===== src/rtl/lbm_pkg.sv =====
// D2Q9 lattice constants and FSM state type shared by the streaming scheduler.
// Optional build macro used by the scheduler slice: LBM_BOUNCE_BACK_EN.
package lbm_pkg;

  localparam int unsigned Q = 9;

  // Velocity set order: 0 (0,0), 1 (1,0), 2 (0,1), 3 (-1,0), 4 (0,-1),
  // 5 (1,1), 6 (-1,1), 7 (-1,-1), 8 (1,-1).
  localparam logic signed [1:0] CX [0:Q-1] = '{
    2'sd0, 2'sd1, 2'sd0, -2'sd1, 2'sd0, 2'sd1, -2'sd1, -2'sd1, 2'sd1
  };
  localparam logic signed [1:0] CY [0:Q-1] = '{
    2'sd0, 2'sd0, 2'sd1, 2'sd0, -2'sd1, 2'sd1, 2'sd1, -2'sd1, -2'sd1
  };
  localparam logic [3:0] OPP [0:Q-1] = '{
    4'd0, 4'd3, 4'd4, 4'd1, 4'd2, 4'd7, 4'd8, 4'd5, 4'd6
  };

  typedef enum logic [2:0] {
    StIdle,
    StCollide,
    StStream,
    StAdv,
    StFin
  } state_e;

  // Table lookups guarded so unused direction codes 9..15 read as rest/self.
  function automatic logic signed [1:0] cx_of(input logic [3:0] dir);
    return (dir < 4'(Q)) ? CX[dir] : 2'sd0;
  endfunction

  function automatic logic signed [1:0] cy_of(input logic [3:0] dir);
    return (dir < 4'(Q)) ? CY[dir] : 2'sd0;
  endfunction

  function automatic logic [3:0] opp_of(input logic [3:0] dir);
    return (dir < 4'(Q)) ? OPP[dir] : dir;
  endfunction

endpackage


===== src/rtl/lbm_nbr_addr.sv =====
// Combinational D2Q9 neighbour address: (x, y, dir) -> destination node and slot.
// Periodic in both axes; with LBM_BOUNCE_BACK_EN defined, rows 0 and NY-1 are
// solid walls and out-of-grid y moves reflect into the source node.
module lbm_nbr_addr
  import lbm_pkg::*;
#(
  parameter int unsigned NX = 8,
  parameter int unsigned NY = 8,
  parameter int unsigned AW = $clog2(NX * NY),
  parameter int unsigned XW = $clog2(NX),
  parameter int unsigned YW = $clog2(NY)
) (
  input  logic [XW-1:0] x_i,
  input  logic [YW-1:0] y_i,
  input  logic [3:0]    dir_i,
  output logic [AW-1:0] dst_o,
  output logic [3:0]    dst_dir_o
);

  logic signed [1:0] cx;
  logic signed [1:0] cy;
  logic [XW-1:0]     dx;
  logic [YW-1:0]     dy;
  logic              wall;

  // Wrap by compare-and-select, then pick reflected or streamed destination.
  always_comb begin
    cx = cx_of(dir_i);
    cy = cy_of(dir_i);

    dx = x_i;
    if (cx == 2'sd1) begin
      dx = (x_i == XW'(NX - 1)) ? '0 : x_i + XW'(1);
    end else if (cx == -2'sd1) begin
      dx = (x_i == '0) ? XW'(NX - 1) : x_i - XW'(1);
    end

    dy = y_i;
    if (cy == 2'sd1) begin
      dy = (y_i == YW'(NY - 1)) ? '0 : y_i + YW'(1);
    end else if (cy == -2'sd1) begin
      dy = (y_i == '0) ? YW'(NY - 1) : y_i - YW'(1);
    end

`ifdef LBM_BOUNCE_BACK_EN
    wall = ((cy == -2'sd1) && (y_i == '0)) || ((cy == 2'sd1) && (y_i == YW'(NY - 1)));
`else
    wall = 1'b0;
`endif

    if (wall) begin
      dst_o     = AW'(y_i) * AW'(NX) + AW'(x_i);
      dst_dir_o = opp_of(dir_i);
    end else begin
      dst_o     = AW'(dy) * AW'(NX) + AW'(dx);
      dst_dir_o = dir_i;
    end
  end

endmodule


===== src/rtl/lbm_stream_sched.sv =====
// One D2Q9 lattice-Boltzmann time step sequencer: per node a collision request,
// then nine streaming write commands. Optional macro: LBM_BOUNCE_BACK_EN
// (wall rows at y = 0 and y = NY-1, handled inside lbm_nbr_addr).
module lbm_stream_sched
  import lbm_pkg::*;
#(
  parameter int unsigned NX = 8,
  parameter int unsigned NY = 8,
  parameter int unsigned AW = $clog2(NX * NY),
  parameter int unsigned SW = 16
) (
  input  logic          Clk,
  input  logic          Reset,
  input  logic          start,
  output logic          busy,
  output logic          done,
  output logic          col_req,
  input  logic          col_ack,
  output logic [AW-1:0] cur_addr,
  output logic          wr_valid,
  input  logic          wr_ready,
  output logic [3:0]    wr_dir,
  output logic [AW-1:0] wr_dst,
  output logic [3:0]    wr_dst_dir,
  output logic [SW-1:0] step_count
);

  localparam int unsigned XW = $clog2(NX);
  localparam int unsigned YW = $clog2(NY);

  state_e        state_q;
  logic [XW-1:0] x_q;
  logic [YW-1:0] y_q;
  logic [3:0]    dir_q;
  logic [3:0]    dir_d;
  logic          busy_q;
  logic          done_q;
  logic          col_req_q;
  logic [AW-1:0] cur_addr_q;
  logic          wr_valid_q;
  logic [AW-1:0] wr_dst_q;
  logic [3:0]    wr_dst_dir_q;
  logic [SW-1:0] step_count_q;
  logic [AW-1:0] nbr_dst;
  logic [3:0]    nbr_dst_dir;
  logic          last_node;

  assign last_node = (x_q == XW'(NX - 1)) && (y_q == YW'(NY - 1));

  // Direction for the next cycle; the command registers are loaded from it so
  // the next command is ready right after a handshake.
  always_comb begin
    dir_d = '0;
    if (state_q == StStream) begin
      dir_d = dir_q;
      if (wr_ready && (dir_q != 4'(Q - 1))) begin
        dir_d = dir_q + 4'd1;
      end
    end
  end

  lbm_nbr_addr #(
    .NX(NX),
    .NY(NY),
    .AW(AW),
    .XW(XW),
    .YW(YW)
  ) u_nbr (
    .x_i      (x_q),
    .y_i      (y_q),
    .dir_i    (dir_d),
    .dst_o    (nbr_dst),
    .dst_dir_o(nbr_dst_dir)
  );

  // Step FSM with all outputs registered.
  always_ff @(posedge Clk or negedge Reset) begin
    if (!Reset) begin
      state_q      <= StIdle;
      x_q          <= '0;
      y_q          <= '0;
      dir_q        <= '0;
      busy_q       <= 1'b0;
      done_q       <= 1'b0;
      col_req_q    <= 1'b0;
      cur_addr_q   <= '0;
      wr_valid_q   <= 1'b0;
      wr_dst_q     <= '0;
      wr_dst_dir_q <= '0;
      step_count_q <= '0;
    end else begin
      done_q       <= 1'b0;
      dir_q        <= dir_d;
      wr_dst_q     <= nbr_dst;
      wr_dst_dir_q <= nbr_dst_dir;
      unique case (state_q)
        StIdle: begin
          if (start) begin
            state_q    <= StCollide;
            x_q        <= '0;
            y_q        <= '0;
            cur_addr_q <= '0;
            busy_q     <= 1'b1;
            col_req_q  <= 1'b1;
          end
        end
        StCollide: begin
          if (col_ack) begin
            col_req_q  <= 1'b0;
            wr_valid_q <= 1'b1;
            state_q    <= StStream;
          end
        end
        StStream: begin
          if (wr_ready && (dir_q == 4'(Q - 1))) begin
            wr_valid_q <= 1'b0;
            state_q    <= StAdv;
          end
        end
        StAdv: begin
          if (last_node) begin
            x_q        <= '0;
            y_q        <= '0;
            cur_addr_q <= '0;
            state_q    <= StFin;
          end else begin
            if (x_q == XW'(NX - 1)) begin
              x_q <= '0;
              y_q <= y_q + YW'(1);
            end else begin
              x_q <= x_q + XW'(1);
            end
            cur_addr_q <= cur_addr_q + AW'(1);
            col_req_q  <= 1'b1;
            state_q    <= StCollide;
          end
        end
        StFin: begin
          done_q       <= 1'b1;
          step_count_q <= step_count_q + SW'(1);
          busy_q       <= 1'b0;
          state_q      <= StIdle;
        end
        default: state_q <= StIdle;
      endcase
    end
  end

  assign busy       = busy_q;
  assign done       = done_q;
  assign col_req    = col_req_q;
  assign cur_addr   = cur_addr_q;
  assign wr_valid   = wr_valid_q;
  assign wr_dir     = dir_q;
  assign wr_dst     = wr_dst_q;
  assign wr_dst_dir = wr_dst_dir_q;
  assign step_count = step_count_q;

endmodule


===== config.mk =====
export PLATFORM = sky130hd
export DESIGN_NAME = lbm_stream_sched
export DESIGN_NICKNAME = d
export VERILOG_FILES = /design/src/rtl/lbm_pkg.sv /design/src/rtl/lbm_nbr_addr.sv /design/src/rtl/lbm_stream_sched.sv
export SDC_FILE = /design/constraint.sdc
export NUM_CORES = 1
export LEC_CHECK = 0
export CAP_MARGIN = 20
export CORE_MARGIN = 2
export CORE_UTILIZATION = 59
export CTS_BUF_LIST = sky130_fd_sc_hd__clkbuf_4
export DETAILED_ROUTE_END_ITERATION = 10
export HOLD_SLACK_MARGIN = 0.08
export PLACE_DENSITY_LB_ADDON = 0.05
export SYNTH_ARGS = -nofsm -noshare
export SYNTH_HDL_FRONTEND = slang
export SYNTH_HIERARCHICAL = 1
export SYNTH_SLANG_ARGS = --single-unit

===== constraint.sdc =====
create_clock -name Clk -period 4.1 [get_ports Clk]
set_clock_uncertainty 0.2 [all_clocks]
set_input_delay 0.82 -clock Clk [delete_from_list [all_inputs] [get_ports Clk]]
set_output_delay 0.82 -clock Clk [all_outputs]
set_load 0.1 [all_outputs]

==> After elaboration in Yosys (flattened, before gate mapping) <==
Memories as Yosys holds them, arrays and structs flattened.
Cells that the tools add are included.
{ "totals": {"in_bits": 5, "n_memories": 2, "regBits": 45, "elab_cells": 96, "romBits": 64} }
{ "op_classes": {"bitwise_logic": 1, "n_mux": 39, "n_reduce_logical": 16, "addsub": 8, "eq_ne": 17, "order_cmp": 2} }
{ "memory_table": {"columns": ["name", "words", "word_bits", "read_ports", "rd_ports_with_merged_regs", "wr", "line", "rtl"], "rows": [
  ["(no name shown)", 16, 2, 1, 0, 0, "lbm_pkg.sv:29", "return (dir < 4'(Q)) ? CX[dir] : 2'sd0;"],
  ["(no name shown)", 16, 2, 1, 0, 0, "lbm_pkg.sv:33", "return (dir < 4'(Q)) ? CY[dir] : 2'sd0;"]
]} }
{ "ops": {"columns": ["operator", "n"], "rows": [
  ["3-bit two-way mux", 16],
  ["16-bit by 1-bit adder with 16-bit output, second input constant", 1],
  ["2-bit two-way mux", 6],
  ["6-bit two-way mux", 2],
  ["3-bit case mux with 2 select lines", 2],
  ["3-bit case mux with 4 select lines", 1],
  ["6-bit case mux with 2 select lines", 1],
  ["3-bit equality test, second input constant", 3],
  ["3-bit zero test", 3],
  ["3-bit AND reduction", 3],
  ["4-bit two-way mux", 2],
  ["3-bit by 1-bit adder with 3-bit output, second input constant", 2],
  ["6-bit by 1-bit adder with 6-bit output, second input constant", 1],
  ["6-bit by 3-bit adder with 6-bit output", 1],
  ["3-bit by 2-bit equality test with 1-bit output, second input constant", 2],
  ["1-bit two-way mux", 6],
  ["2-bit inequality test, second input constant", 3],
  ["2-bit nonzero test", 3],
  ["3-bit by 1-bit subtractor with 3-bit output, second input constant", 2],
  ["5-bit greater-or-equal comparator, second input constant", 1],
  ["4-bit inverter with 5-bit output", 1],
  ["4-bit by 1-bit adder with 4-bit output, second input constant", 1],
  ["2-bit by 1-bit equality test with 1-bit output, second input constant", 2],
  ["2-bit equality test, second input constant", 2],
  ["12 further kinds", 16]
]} }

==> Logic depth before layout (Yosys ltp) <==
{ "depth": {"depth_word": 13, "ltp_mapped": 12, "mapped_depth_nobuf": 12} }

==> Modules after synthesis <==
Netlist, hierarchy kept.
{ "by_module_without_submodules": {"columns": ["module", "area_each_um2", "cells_each", "seq_area_each_um2", "instances"], "rows": [
  ["lbm_stream_sched", 2102.0, 175, 1226.2, 1],
  ["lbm_nbr_addr", 446.7, 59, 0.0, 1]
]} }

==> Least setup slack after synthesis <==
OpenSTA, ideal clock, no wires.
{ "synth_path": {"kind": "reg2reg", "from": "register dir_q[0] (netlist: wr_dir[0])", "to": "register wr_dst_q[2] (netlist: wr_dst[2])", "t_required_ns": 3.779, "path_stages_with_launch": 12, "setup_slack_ns": 0.881, "path_buffers": 0, "t_arrival_ns": 2.898, "setup_ns": 0.121, "path_cell_list": "dfrtp_1 -> inv_1 -> ha_1 -> nand2_1 -> o21ai_1 -> mux2i_1 -> nor2_1 -> ha_1 -> mux2i_2 -> nor2_4 -> mux2_4 -> o22a_1"} }
{ "synth_between": {"elab_chain_cells": 13} }
{ "synth_lines": {"columns": ["element", "line", "rtl"], "rows": [
  ["start: declaration", "lbm_stream_sched.sv:34", "logic [3:0] dir_q;"],
  ["start signal: assignment", "lbm_stream_sched.sv:93", "dir_q <= dir_d;"],
  ["branches (longest 2 deep; another with 4-bit by 1-bit adder with 4-bit output)", null, null],
  ["4-bit two-way mux (*)", "lbm_stream_sched.sv:56", "if (wr_ready && (dir_q != 4'(Q - 1))) begin"],
  ["4-bit two-way mux (*)", "lbm_stream_sched.sv:54", "if (state_q == StStream) begin"],
  ["net dir_d[1]", "lbm_stream_sched.sv:35", "logic [3:0] dir_d;"],
  ["4-bit inverter with 5-bit output (not written as such)", "lbm_pkg.sv:29", null],
  ["memory read 16 x 2 bit", null, null],
  ["2-bit two-way mux (not written as such) (2 in series)", "lbm_pkg.sv:29", null],
  ["2-bit two-way mux (*)", "lbm_pkg.sv:29", null],
  ["2-bit by 1-bit equality test with 1-bit output", "lbm_nbr_addr.sv:34", "end else if (cx == -2'sd1) begin"],
  ["3-bit two-way mux", "lbm_nbr_addr.sv:34", null],
  ["3-bit two-way mux (*)", "lbm_nbr_addr.sv:32", "if (cx == 2'sd1) begin"],
  ["6-bit by 3-bit adder with 6-bit output (*)", "lbm_nbr_addr.sv:55", "dst_o = AW'(dy) * AW'(NX) + AW'(dx);"],
  ["net nbr_dst[2]", "lbm_stream_sched.sv:44", "logic [AW-1:0] nbr_dst;"],
  ["end signal: assignment", "lbm_stream_sched.sv:94", "wr_dst_q <= nbr_dst;"],
  ["end: declaration", "lbm_stream_sched.sv:41", "logic [AW-1:0] wr_dst_q;"]
]} }
Mark *: on every way through the listed nets, which the timed path passes. The select of a mux whose other input is x is not followed.
A chain may end at the register's enable or synchronous reset.

==> Worst setup path after layout <==
{ "layout_path": {"from": "register step_count_q[9] (netlist: step_count[9])", "to": "output step_count[9]"} }
{ "layout_lines": {"columns": ["element", "line", "rtl"], "rows": [
  ["start: declaration", "lbm_stream_sched.sv:43", "logic [SW-1:0] step_count_q;"],
  ["start signal: assignment", "lbm_stream_sched.sv:140", "step_count_q <= step_count_q + SW'(1);"],
  ["end: declaration", "lbm_stream_sched.sv:25", "output logic [SW-1:0] step_count"]
]} }
No word-level cell between the ends.

==> metrics.md <==
| Metric | Value |
|---|---|
| Worst-path clk slew | 150 ps |
| DIE AREA | 4860 µm² |
| Synth Net Count | 258 |
| Ports | 45 |
| Filler cells | 317 |
| Leak pwr | 0.00141 µW |
| Place WS | 814 ps |
| Mapped Cells | 234 |
| P&R area growth vs syn | 21.2% |
| Area of the multi-input gates | 1210 µm² |
| Initial Util | 0.624 |
| H-tree depth | 2 |
| Sequential area share after synthesis | 0.481 |
| Delay-heaviest family, CP | buffers and inverters |
| Root Buffer | clkbuf_4 |
| Initial antenna violation count | 0 |
| GPL Wtd Cong | 0.785 |
| Critical path arrival | 2000 ps |
| CTS tree | built |
| Hold WS | 188 ps |
| Drt first pass iters | 4 |
| Clock Latency Late Sink | 370 ps |
| Cell area power density | 483 nW/µm² |
| Number of remaining DRC errors | 0 |
| Synth top area share | 0.481 |
| Tightest Hold Check Type | input port to asynchronous set/reset pin |
| Ys async rst share | 1.00 |
| CP bufs+invs | 1 |
| Global Route Usage Sum | 0.202 |
| Synth Flop Type | dfrtp_1 |
| Post-DP HPWL | 3290 µm |
| Violation count after the first detailed-routing iteration | 72 |
| Critical Path Source Type | flop |
| WL per Instance | 13.9 µm |
| Largest net degree at the start of global routing | 50 |
| Chip height | 69.7 µm |
| Number of nets with antenna violations after routing | 0 |
| Yosys cell types | 52 |
| CP Data Required Time | 3080 ps |
| Final setup margin | 1080 ps |
| Area of placed instances | 2990 µm² |
| Vias in the first global route | 1739 |
| Worst setup EP type | output pin |
| Placeable Area | 4090 µm² |
| Max transition margin | 0.338 |
| Register area | 1230 µm² |
| Inst Count DP | 320 |
| Actual slew at the worst max-slew pin | 990 ps |
| Fin crit share | 0.736 |
| Total clock sinks | 49 |
| Routed Wire Length | 4590 µm |
| Crit path cell chain | clkdlybuf4s50_1 |
| CTS resizes | 0 |
| Max Fanout on Critical Path | 6 |
| Vias per cell | 5.52 |
| Cts hold-fix bufs | 0 |
| CTS Buffer Depth | 2 |
| Status | finished, final reports clean |
| Final Setup Violations | 0 |
| Number of port buffers | 44 |
| Area of the mapped netlist | 2550 µm² |
| Period minus WS final | 3020 ps |
| Synth warn | 6 |
| Number of post-CTS setup repair buffers | 0 |
| Synth Area per Inst | 10.9 µm² |
| Max Slew Vio Count | 0 |
| Grt ovf | 0 |
| Number of synthesized flops with an enable pin | 0 |
| Area contributors post-synth | dfrtp_1, ha_1, xnor2_1, nand2_1, xor2_1 |
| Total CTS buffers | 5 |
| Worst path slowest cell | clkdlybuf4s50_1 |
| RSZ-0062 raised after global routing | no |
| Via count | 1816 |
| Ant diodes | 0 |
| Final cell count without fillers | 329 |
| Final nets | 302 |
| Global-route wire length before repair | 7930 µm |
| Setup TNS Final | 0 ps |
| Crit Path Class | flop to output pin |
| Layout cells sized above 1 | 0.0789 |
| Core Rows | 23 |
| Max-cap viol count | 0 |
| CP peak stage delay | 1160 ps |
| Largest area contributor in the netlist | dfrtp_1 |
| VDD IR max | 397 µV |
| Cell area after layout | 3090 µm² |
| Final Hold Vio Count | 0 |
| Die width | 69.7 µm |
| FMAX | 331 MHz |
| Seq cells post-synth | 49 |
==> logic make-up after synthesis <==
group | count (synthesis) | synth area share
compound gates | 39 | 0.104
xor+xnor | 21 | 0.0722
fa+ha+maj | 19 | 0.0933
buf+inv | 22 | 0.0442
flops | 49 | 0.481
mux | 8 | 0.0358
simple gates | 76 | 0.170
==> cells in the final DEF, fill, tap and decap left out, types with 2 or more instances in the layout <==
| cell type | synthesis | layout |
|---|---|---|
| and4_1 | 3 | 3 |
| nand4_1 | 7 | 7 |
| nand3_1 | 8 | 8 |
| nand3b_1 | 4 | 4 |
| o21bai_1 | 2 | 2 |
| ha_1 | 19 | 19 |
| a31oi_1 | 2 | 2 |
| a21o_1 | 2 | 2 |
| mux2i_1 | 4 | 4 |
| o21ai_0 | 5 | 5 |
| inv_1 | 13 | 13 |
| clkdlybuf4s50_1 | 0 | 43 |
| nor2_1 | 11 | 11 |
| nand2b_1 | 4 | 4 |
| a21oi_1 | 7 | 7 |
| dfrtp_1 | 49 | 49 |
| o21ai_1 | 8 | 8 |
| and3_1 | 2 | 2 |
| clkbuf_4 | 0 | 5 |
| nor3b_1 | 2 | 2 |
| and2_1 | 3 | 3 |
| xor2_1 | 7 | 7 |
| nand2_1 | 19 | 19 |
| a22o_1 | 3 | 3 |
| xnor2_1 | 14 | 14 |
| nor3_1 | 2 | 2 |
==> metrics by stage <==
stage          utilization  total power [µW]
2_1_floorplan            -              1090
3_3_place_gp         0.732              1210
3_5_place_dp         0.732              1220
4_1_cts              0.751              1500
5_1_grt              0.756              1570
6_report             0.756              1490
==> per-layer routing <==
metal | GRT usage | up-vias | part of all wire
li1 | - | 898 | -
met1 | 0.250 | 877 | 0.47
met2 | 0.345 | 34 | 0.48
met3 | 0.0538 | 7 | 0.043
met4 | 0.0641 | 0 | 0.015
met5 | 0 | - | 0
==> final cells by class <==
type,instances,area share
clock inverter,3,0.0134
sequential,49,0.397
clock buffer,5,0.0122
multi-input combinational,163,0.392
tap,50,0.0203
timing repair buffer,46,0.150
inverter,13,0.0158
==> flip-flops by register name, summed over array words and instances, names as in the netlist <==
| register | flops |
|---|---|
| busy | 1 |
| done | 1 |
| wr_dst | 6 |
| wr_dir | 4 |
| step_count | 16 |
| cur_addr | 6 |
| x_q | 3 |
| wr_valid | 1 |
| wr_dst_dir | 4 |
| col_req | 1 |
| state_q | 3 |
| y_q | 3 |
==> worst paths after layout <==
check                      depth (start not counted)            from             end  slack, ps
max                                                1   step_count[9]   step_count[9]       1080
min                                                1           Reset   step_count[5]        190
max reg2reg                                        9      state_q[0]       wr_dst[2]       1300
min reg2reg                                        1  step_count[15]  step_count[15]        280
max in group asynchronous                          2           Reset       wr_dst[0]       2980
min in group Clk                                   1  step_count[15]  step_count[15]        280
==> cells in the mapped netlist (2+ instances only) <==
cell and number:
dfrtp_1 49, ha_1 19, nand2_1 19, xnor2_1 14, inv_1 13, nor2_1 11
nand3_1 8, o21ai_1 8, a21oi_1 7, nand4_1 7, xor2_1 7, buf_4 5
o21ai_0 5, mux2i_1 4, nand2b_1 4, nand3b_1 4, a22o_1 3, and2_1 3
and4_1 3, buf_2 3, a21o_1 2, a31oi_1 2, and3_1 2, nor3_1 2
nor3b_1 2, o21bai_1 2
==> report_power, final <==
| part | switching, µW | internal [µW] |
|---|---|---|
| sequential | 69.8 | 538 |
| clock | 151 | 126 |
| combinational | 412 | 194 |
| total | 634 | 859 |
Note: power is estimated with default switching activity, not from simulation.
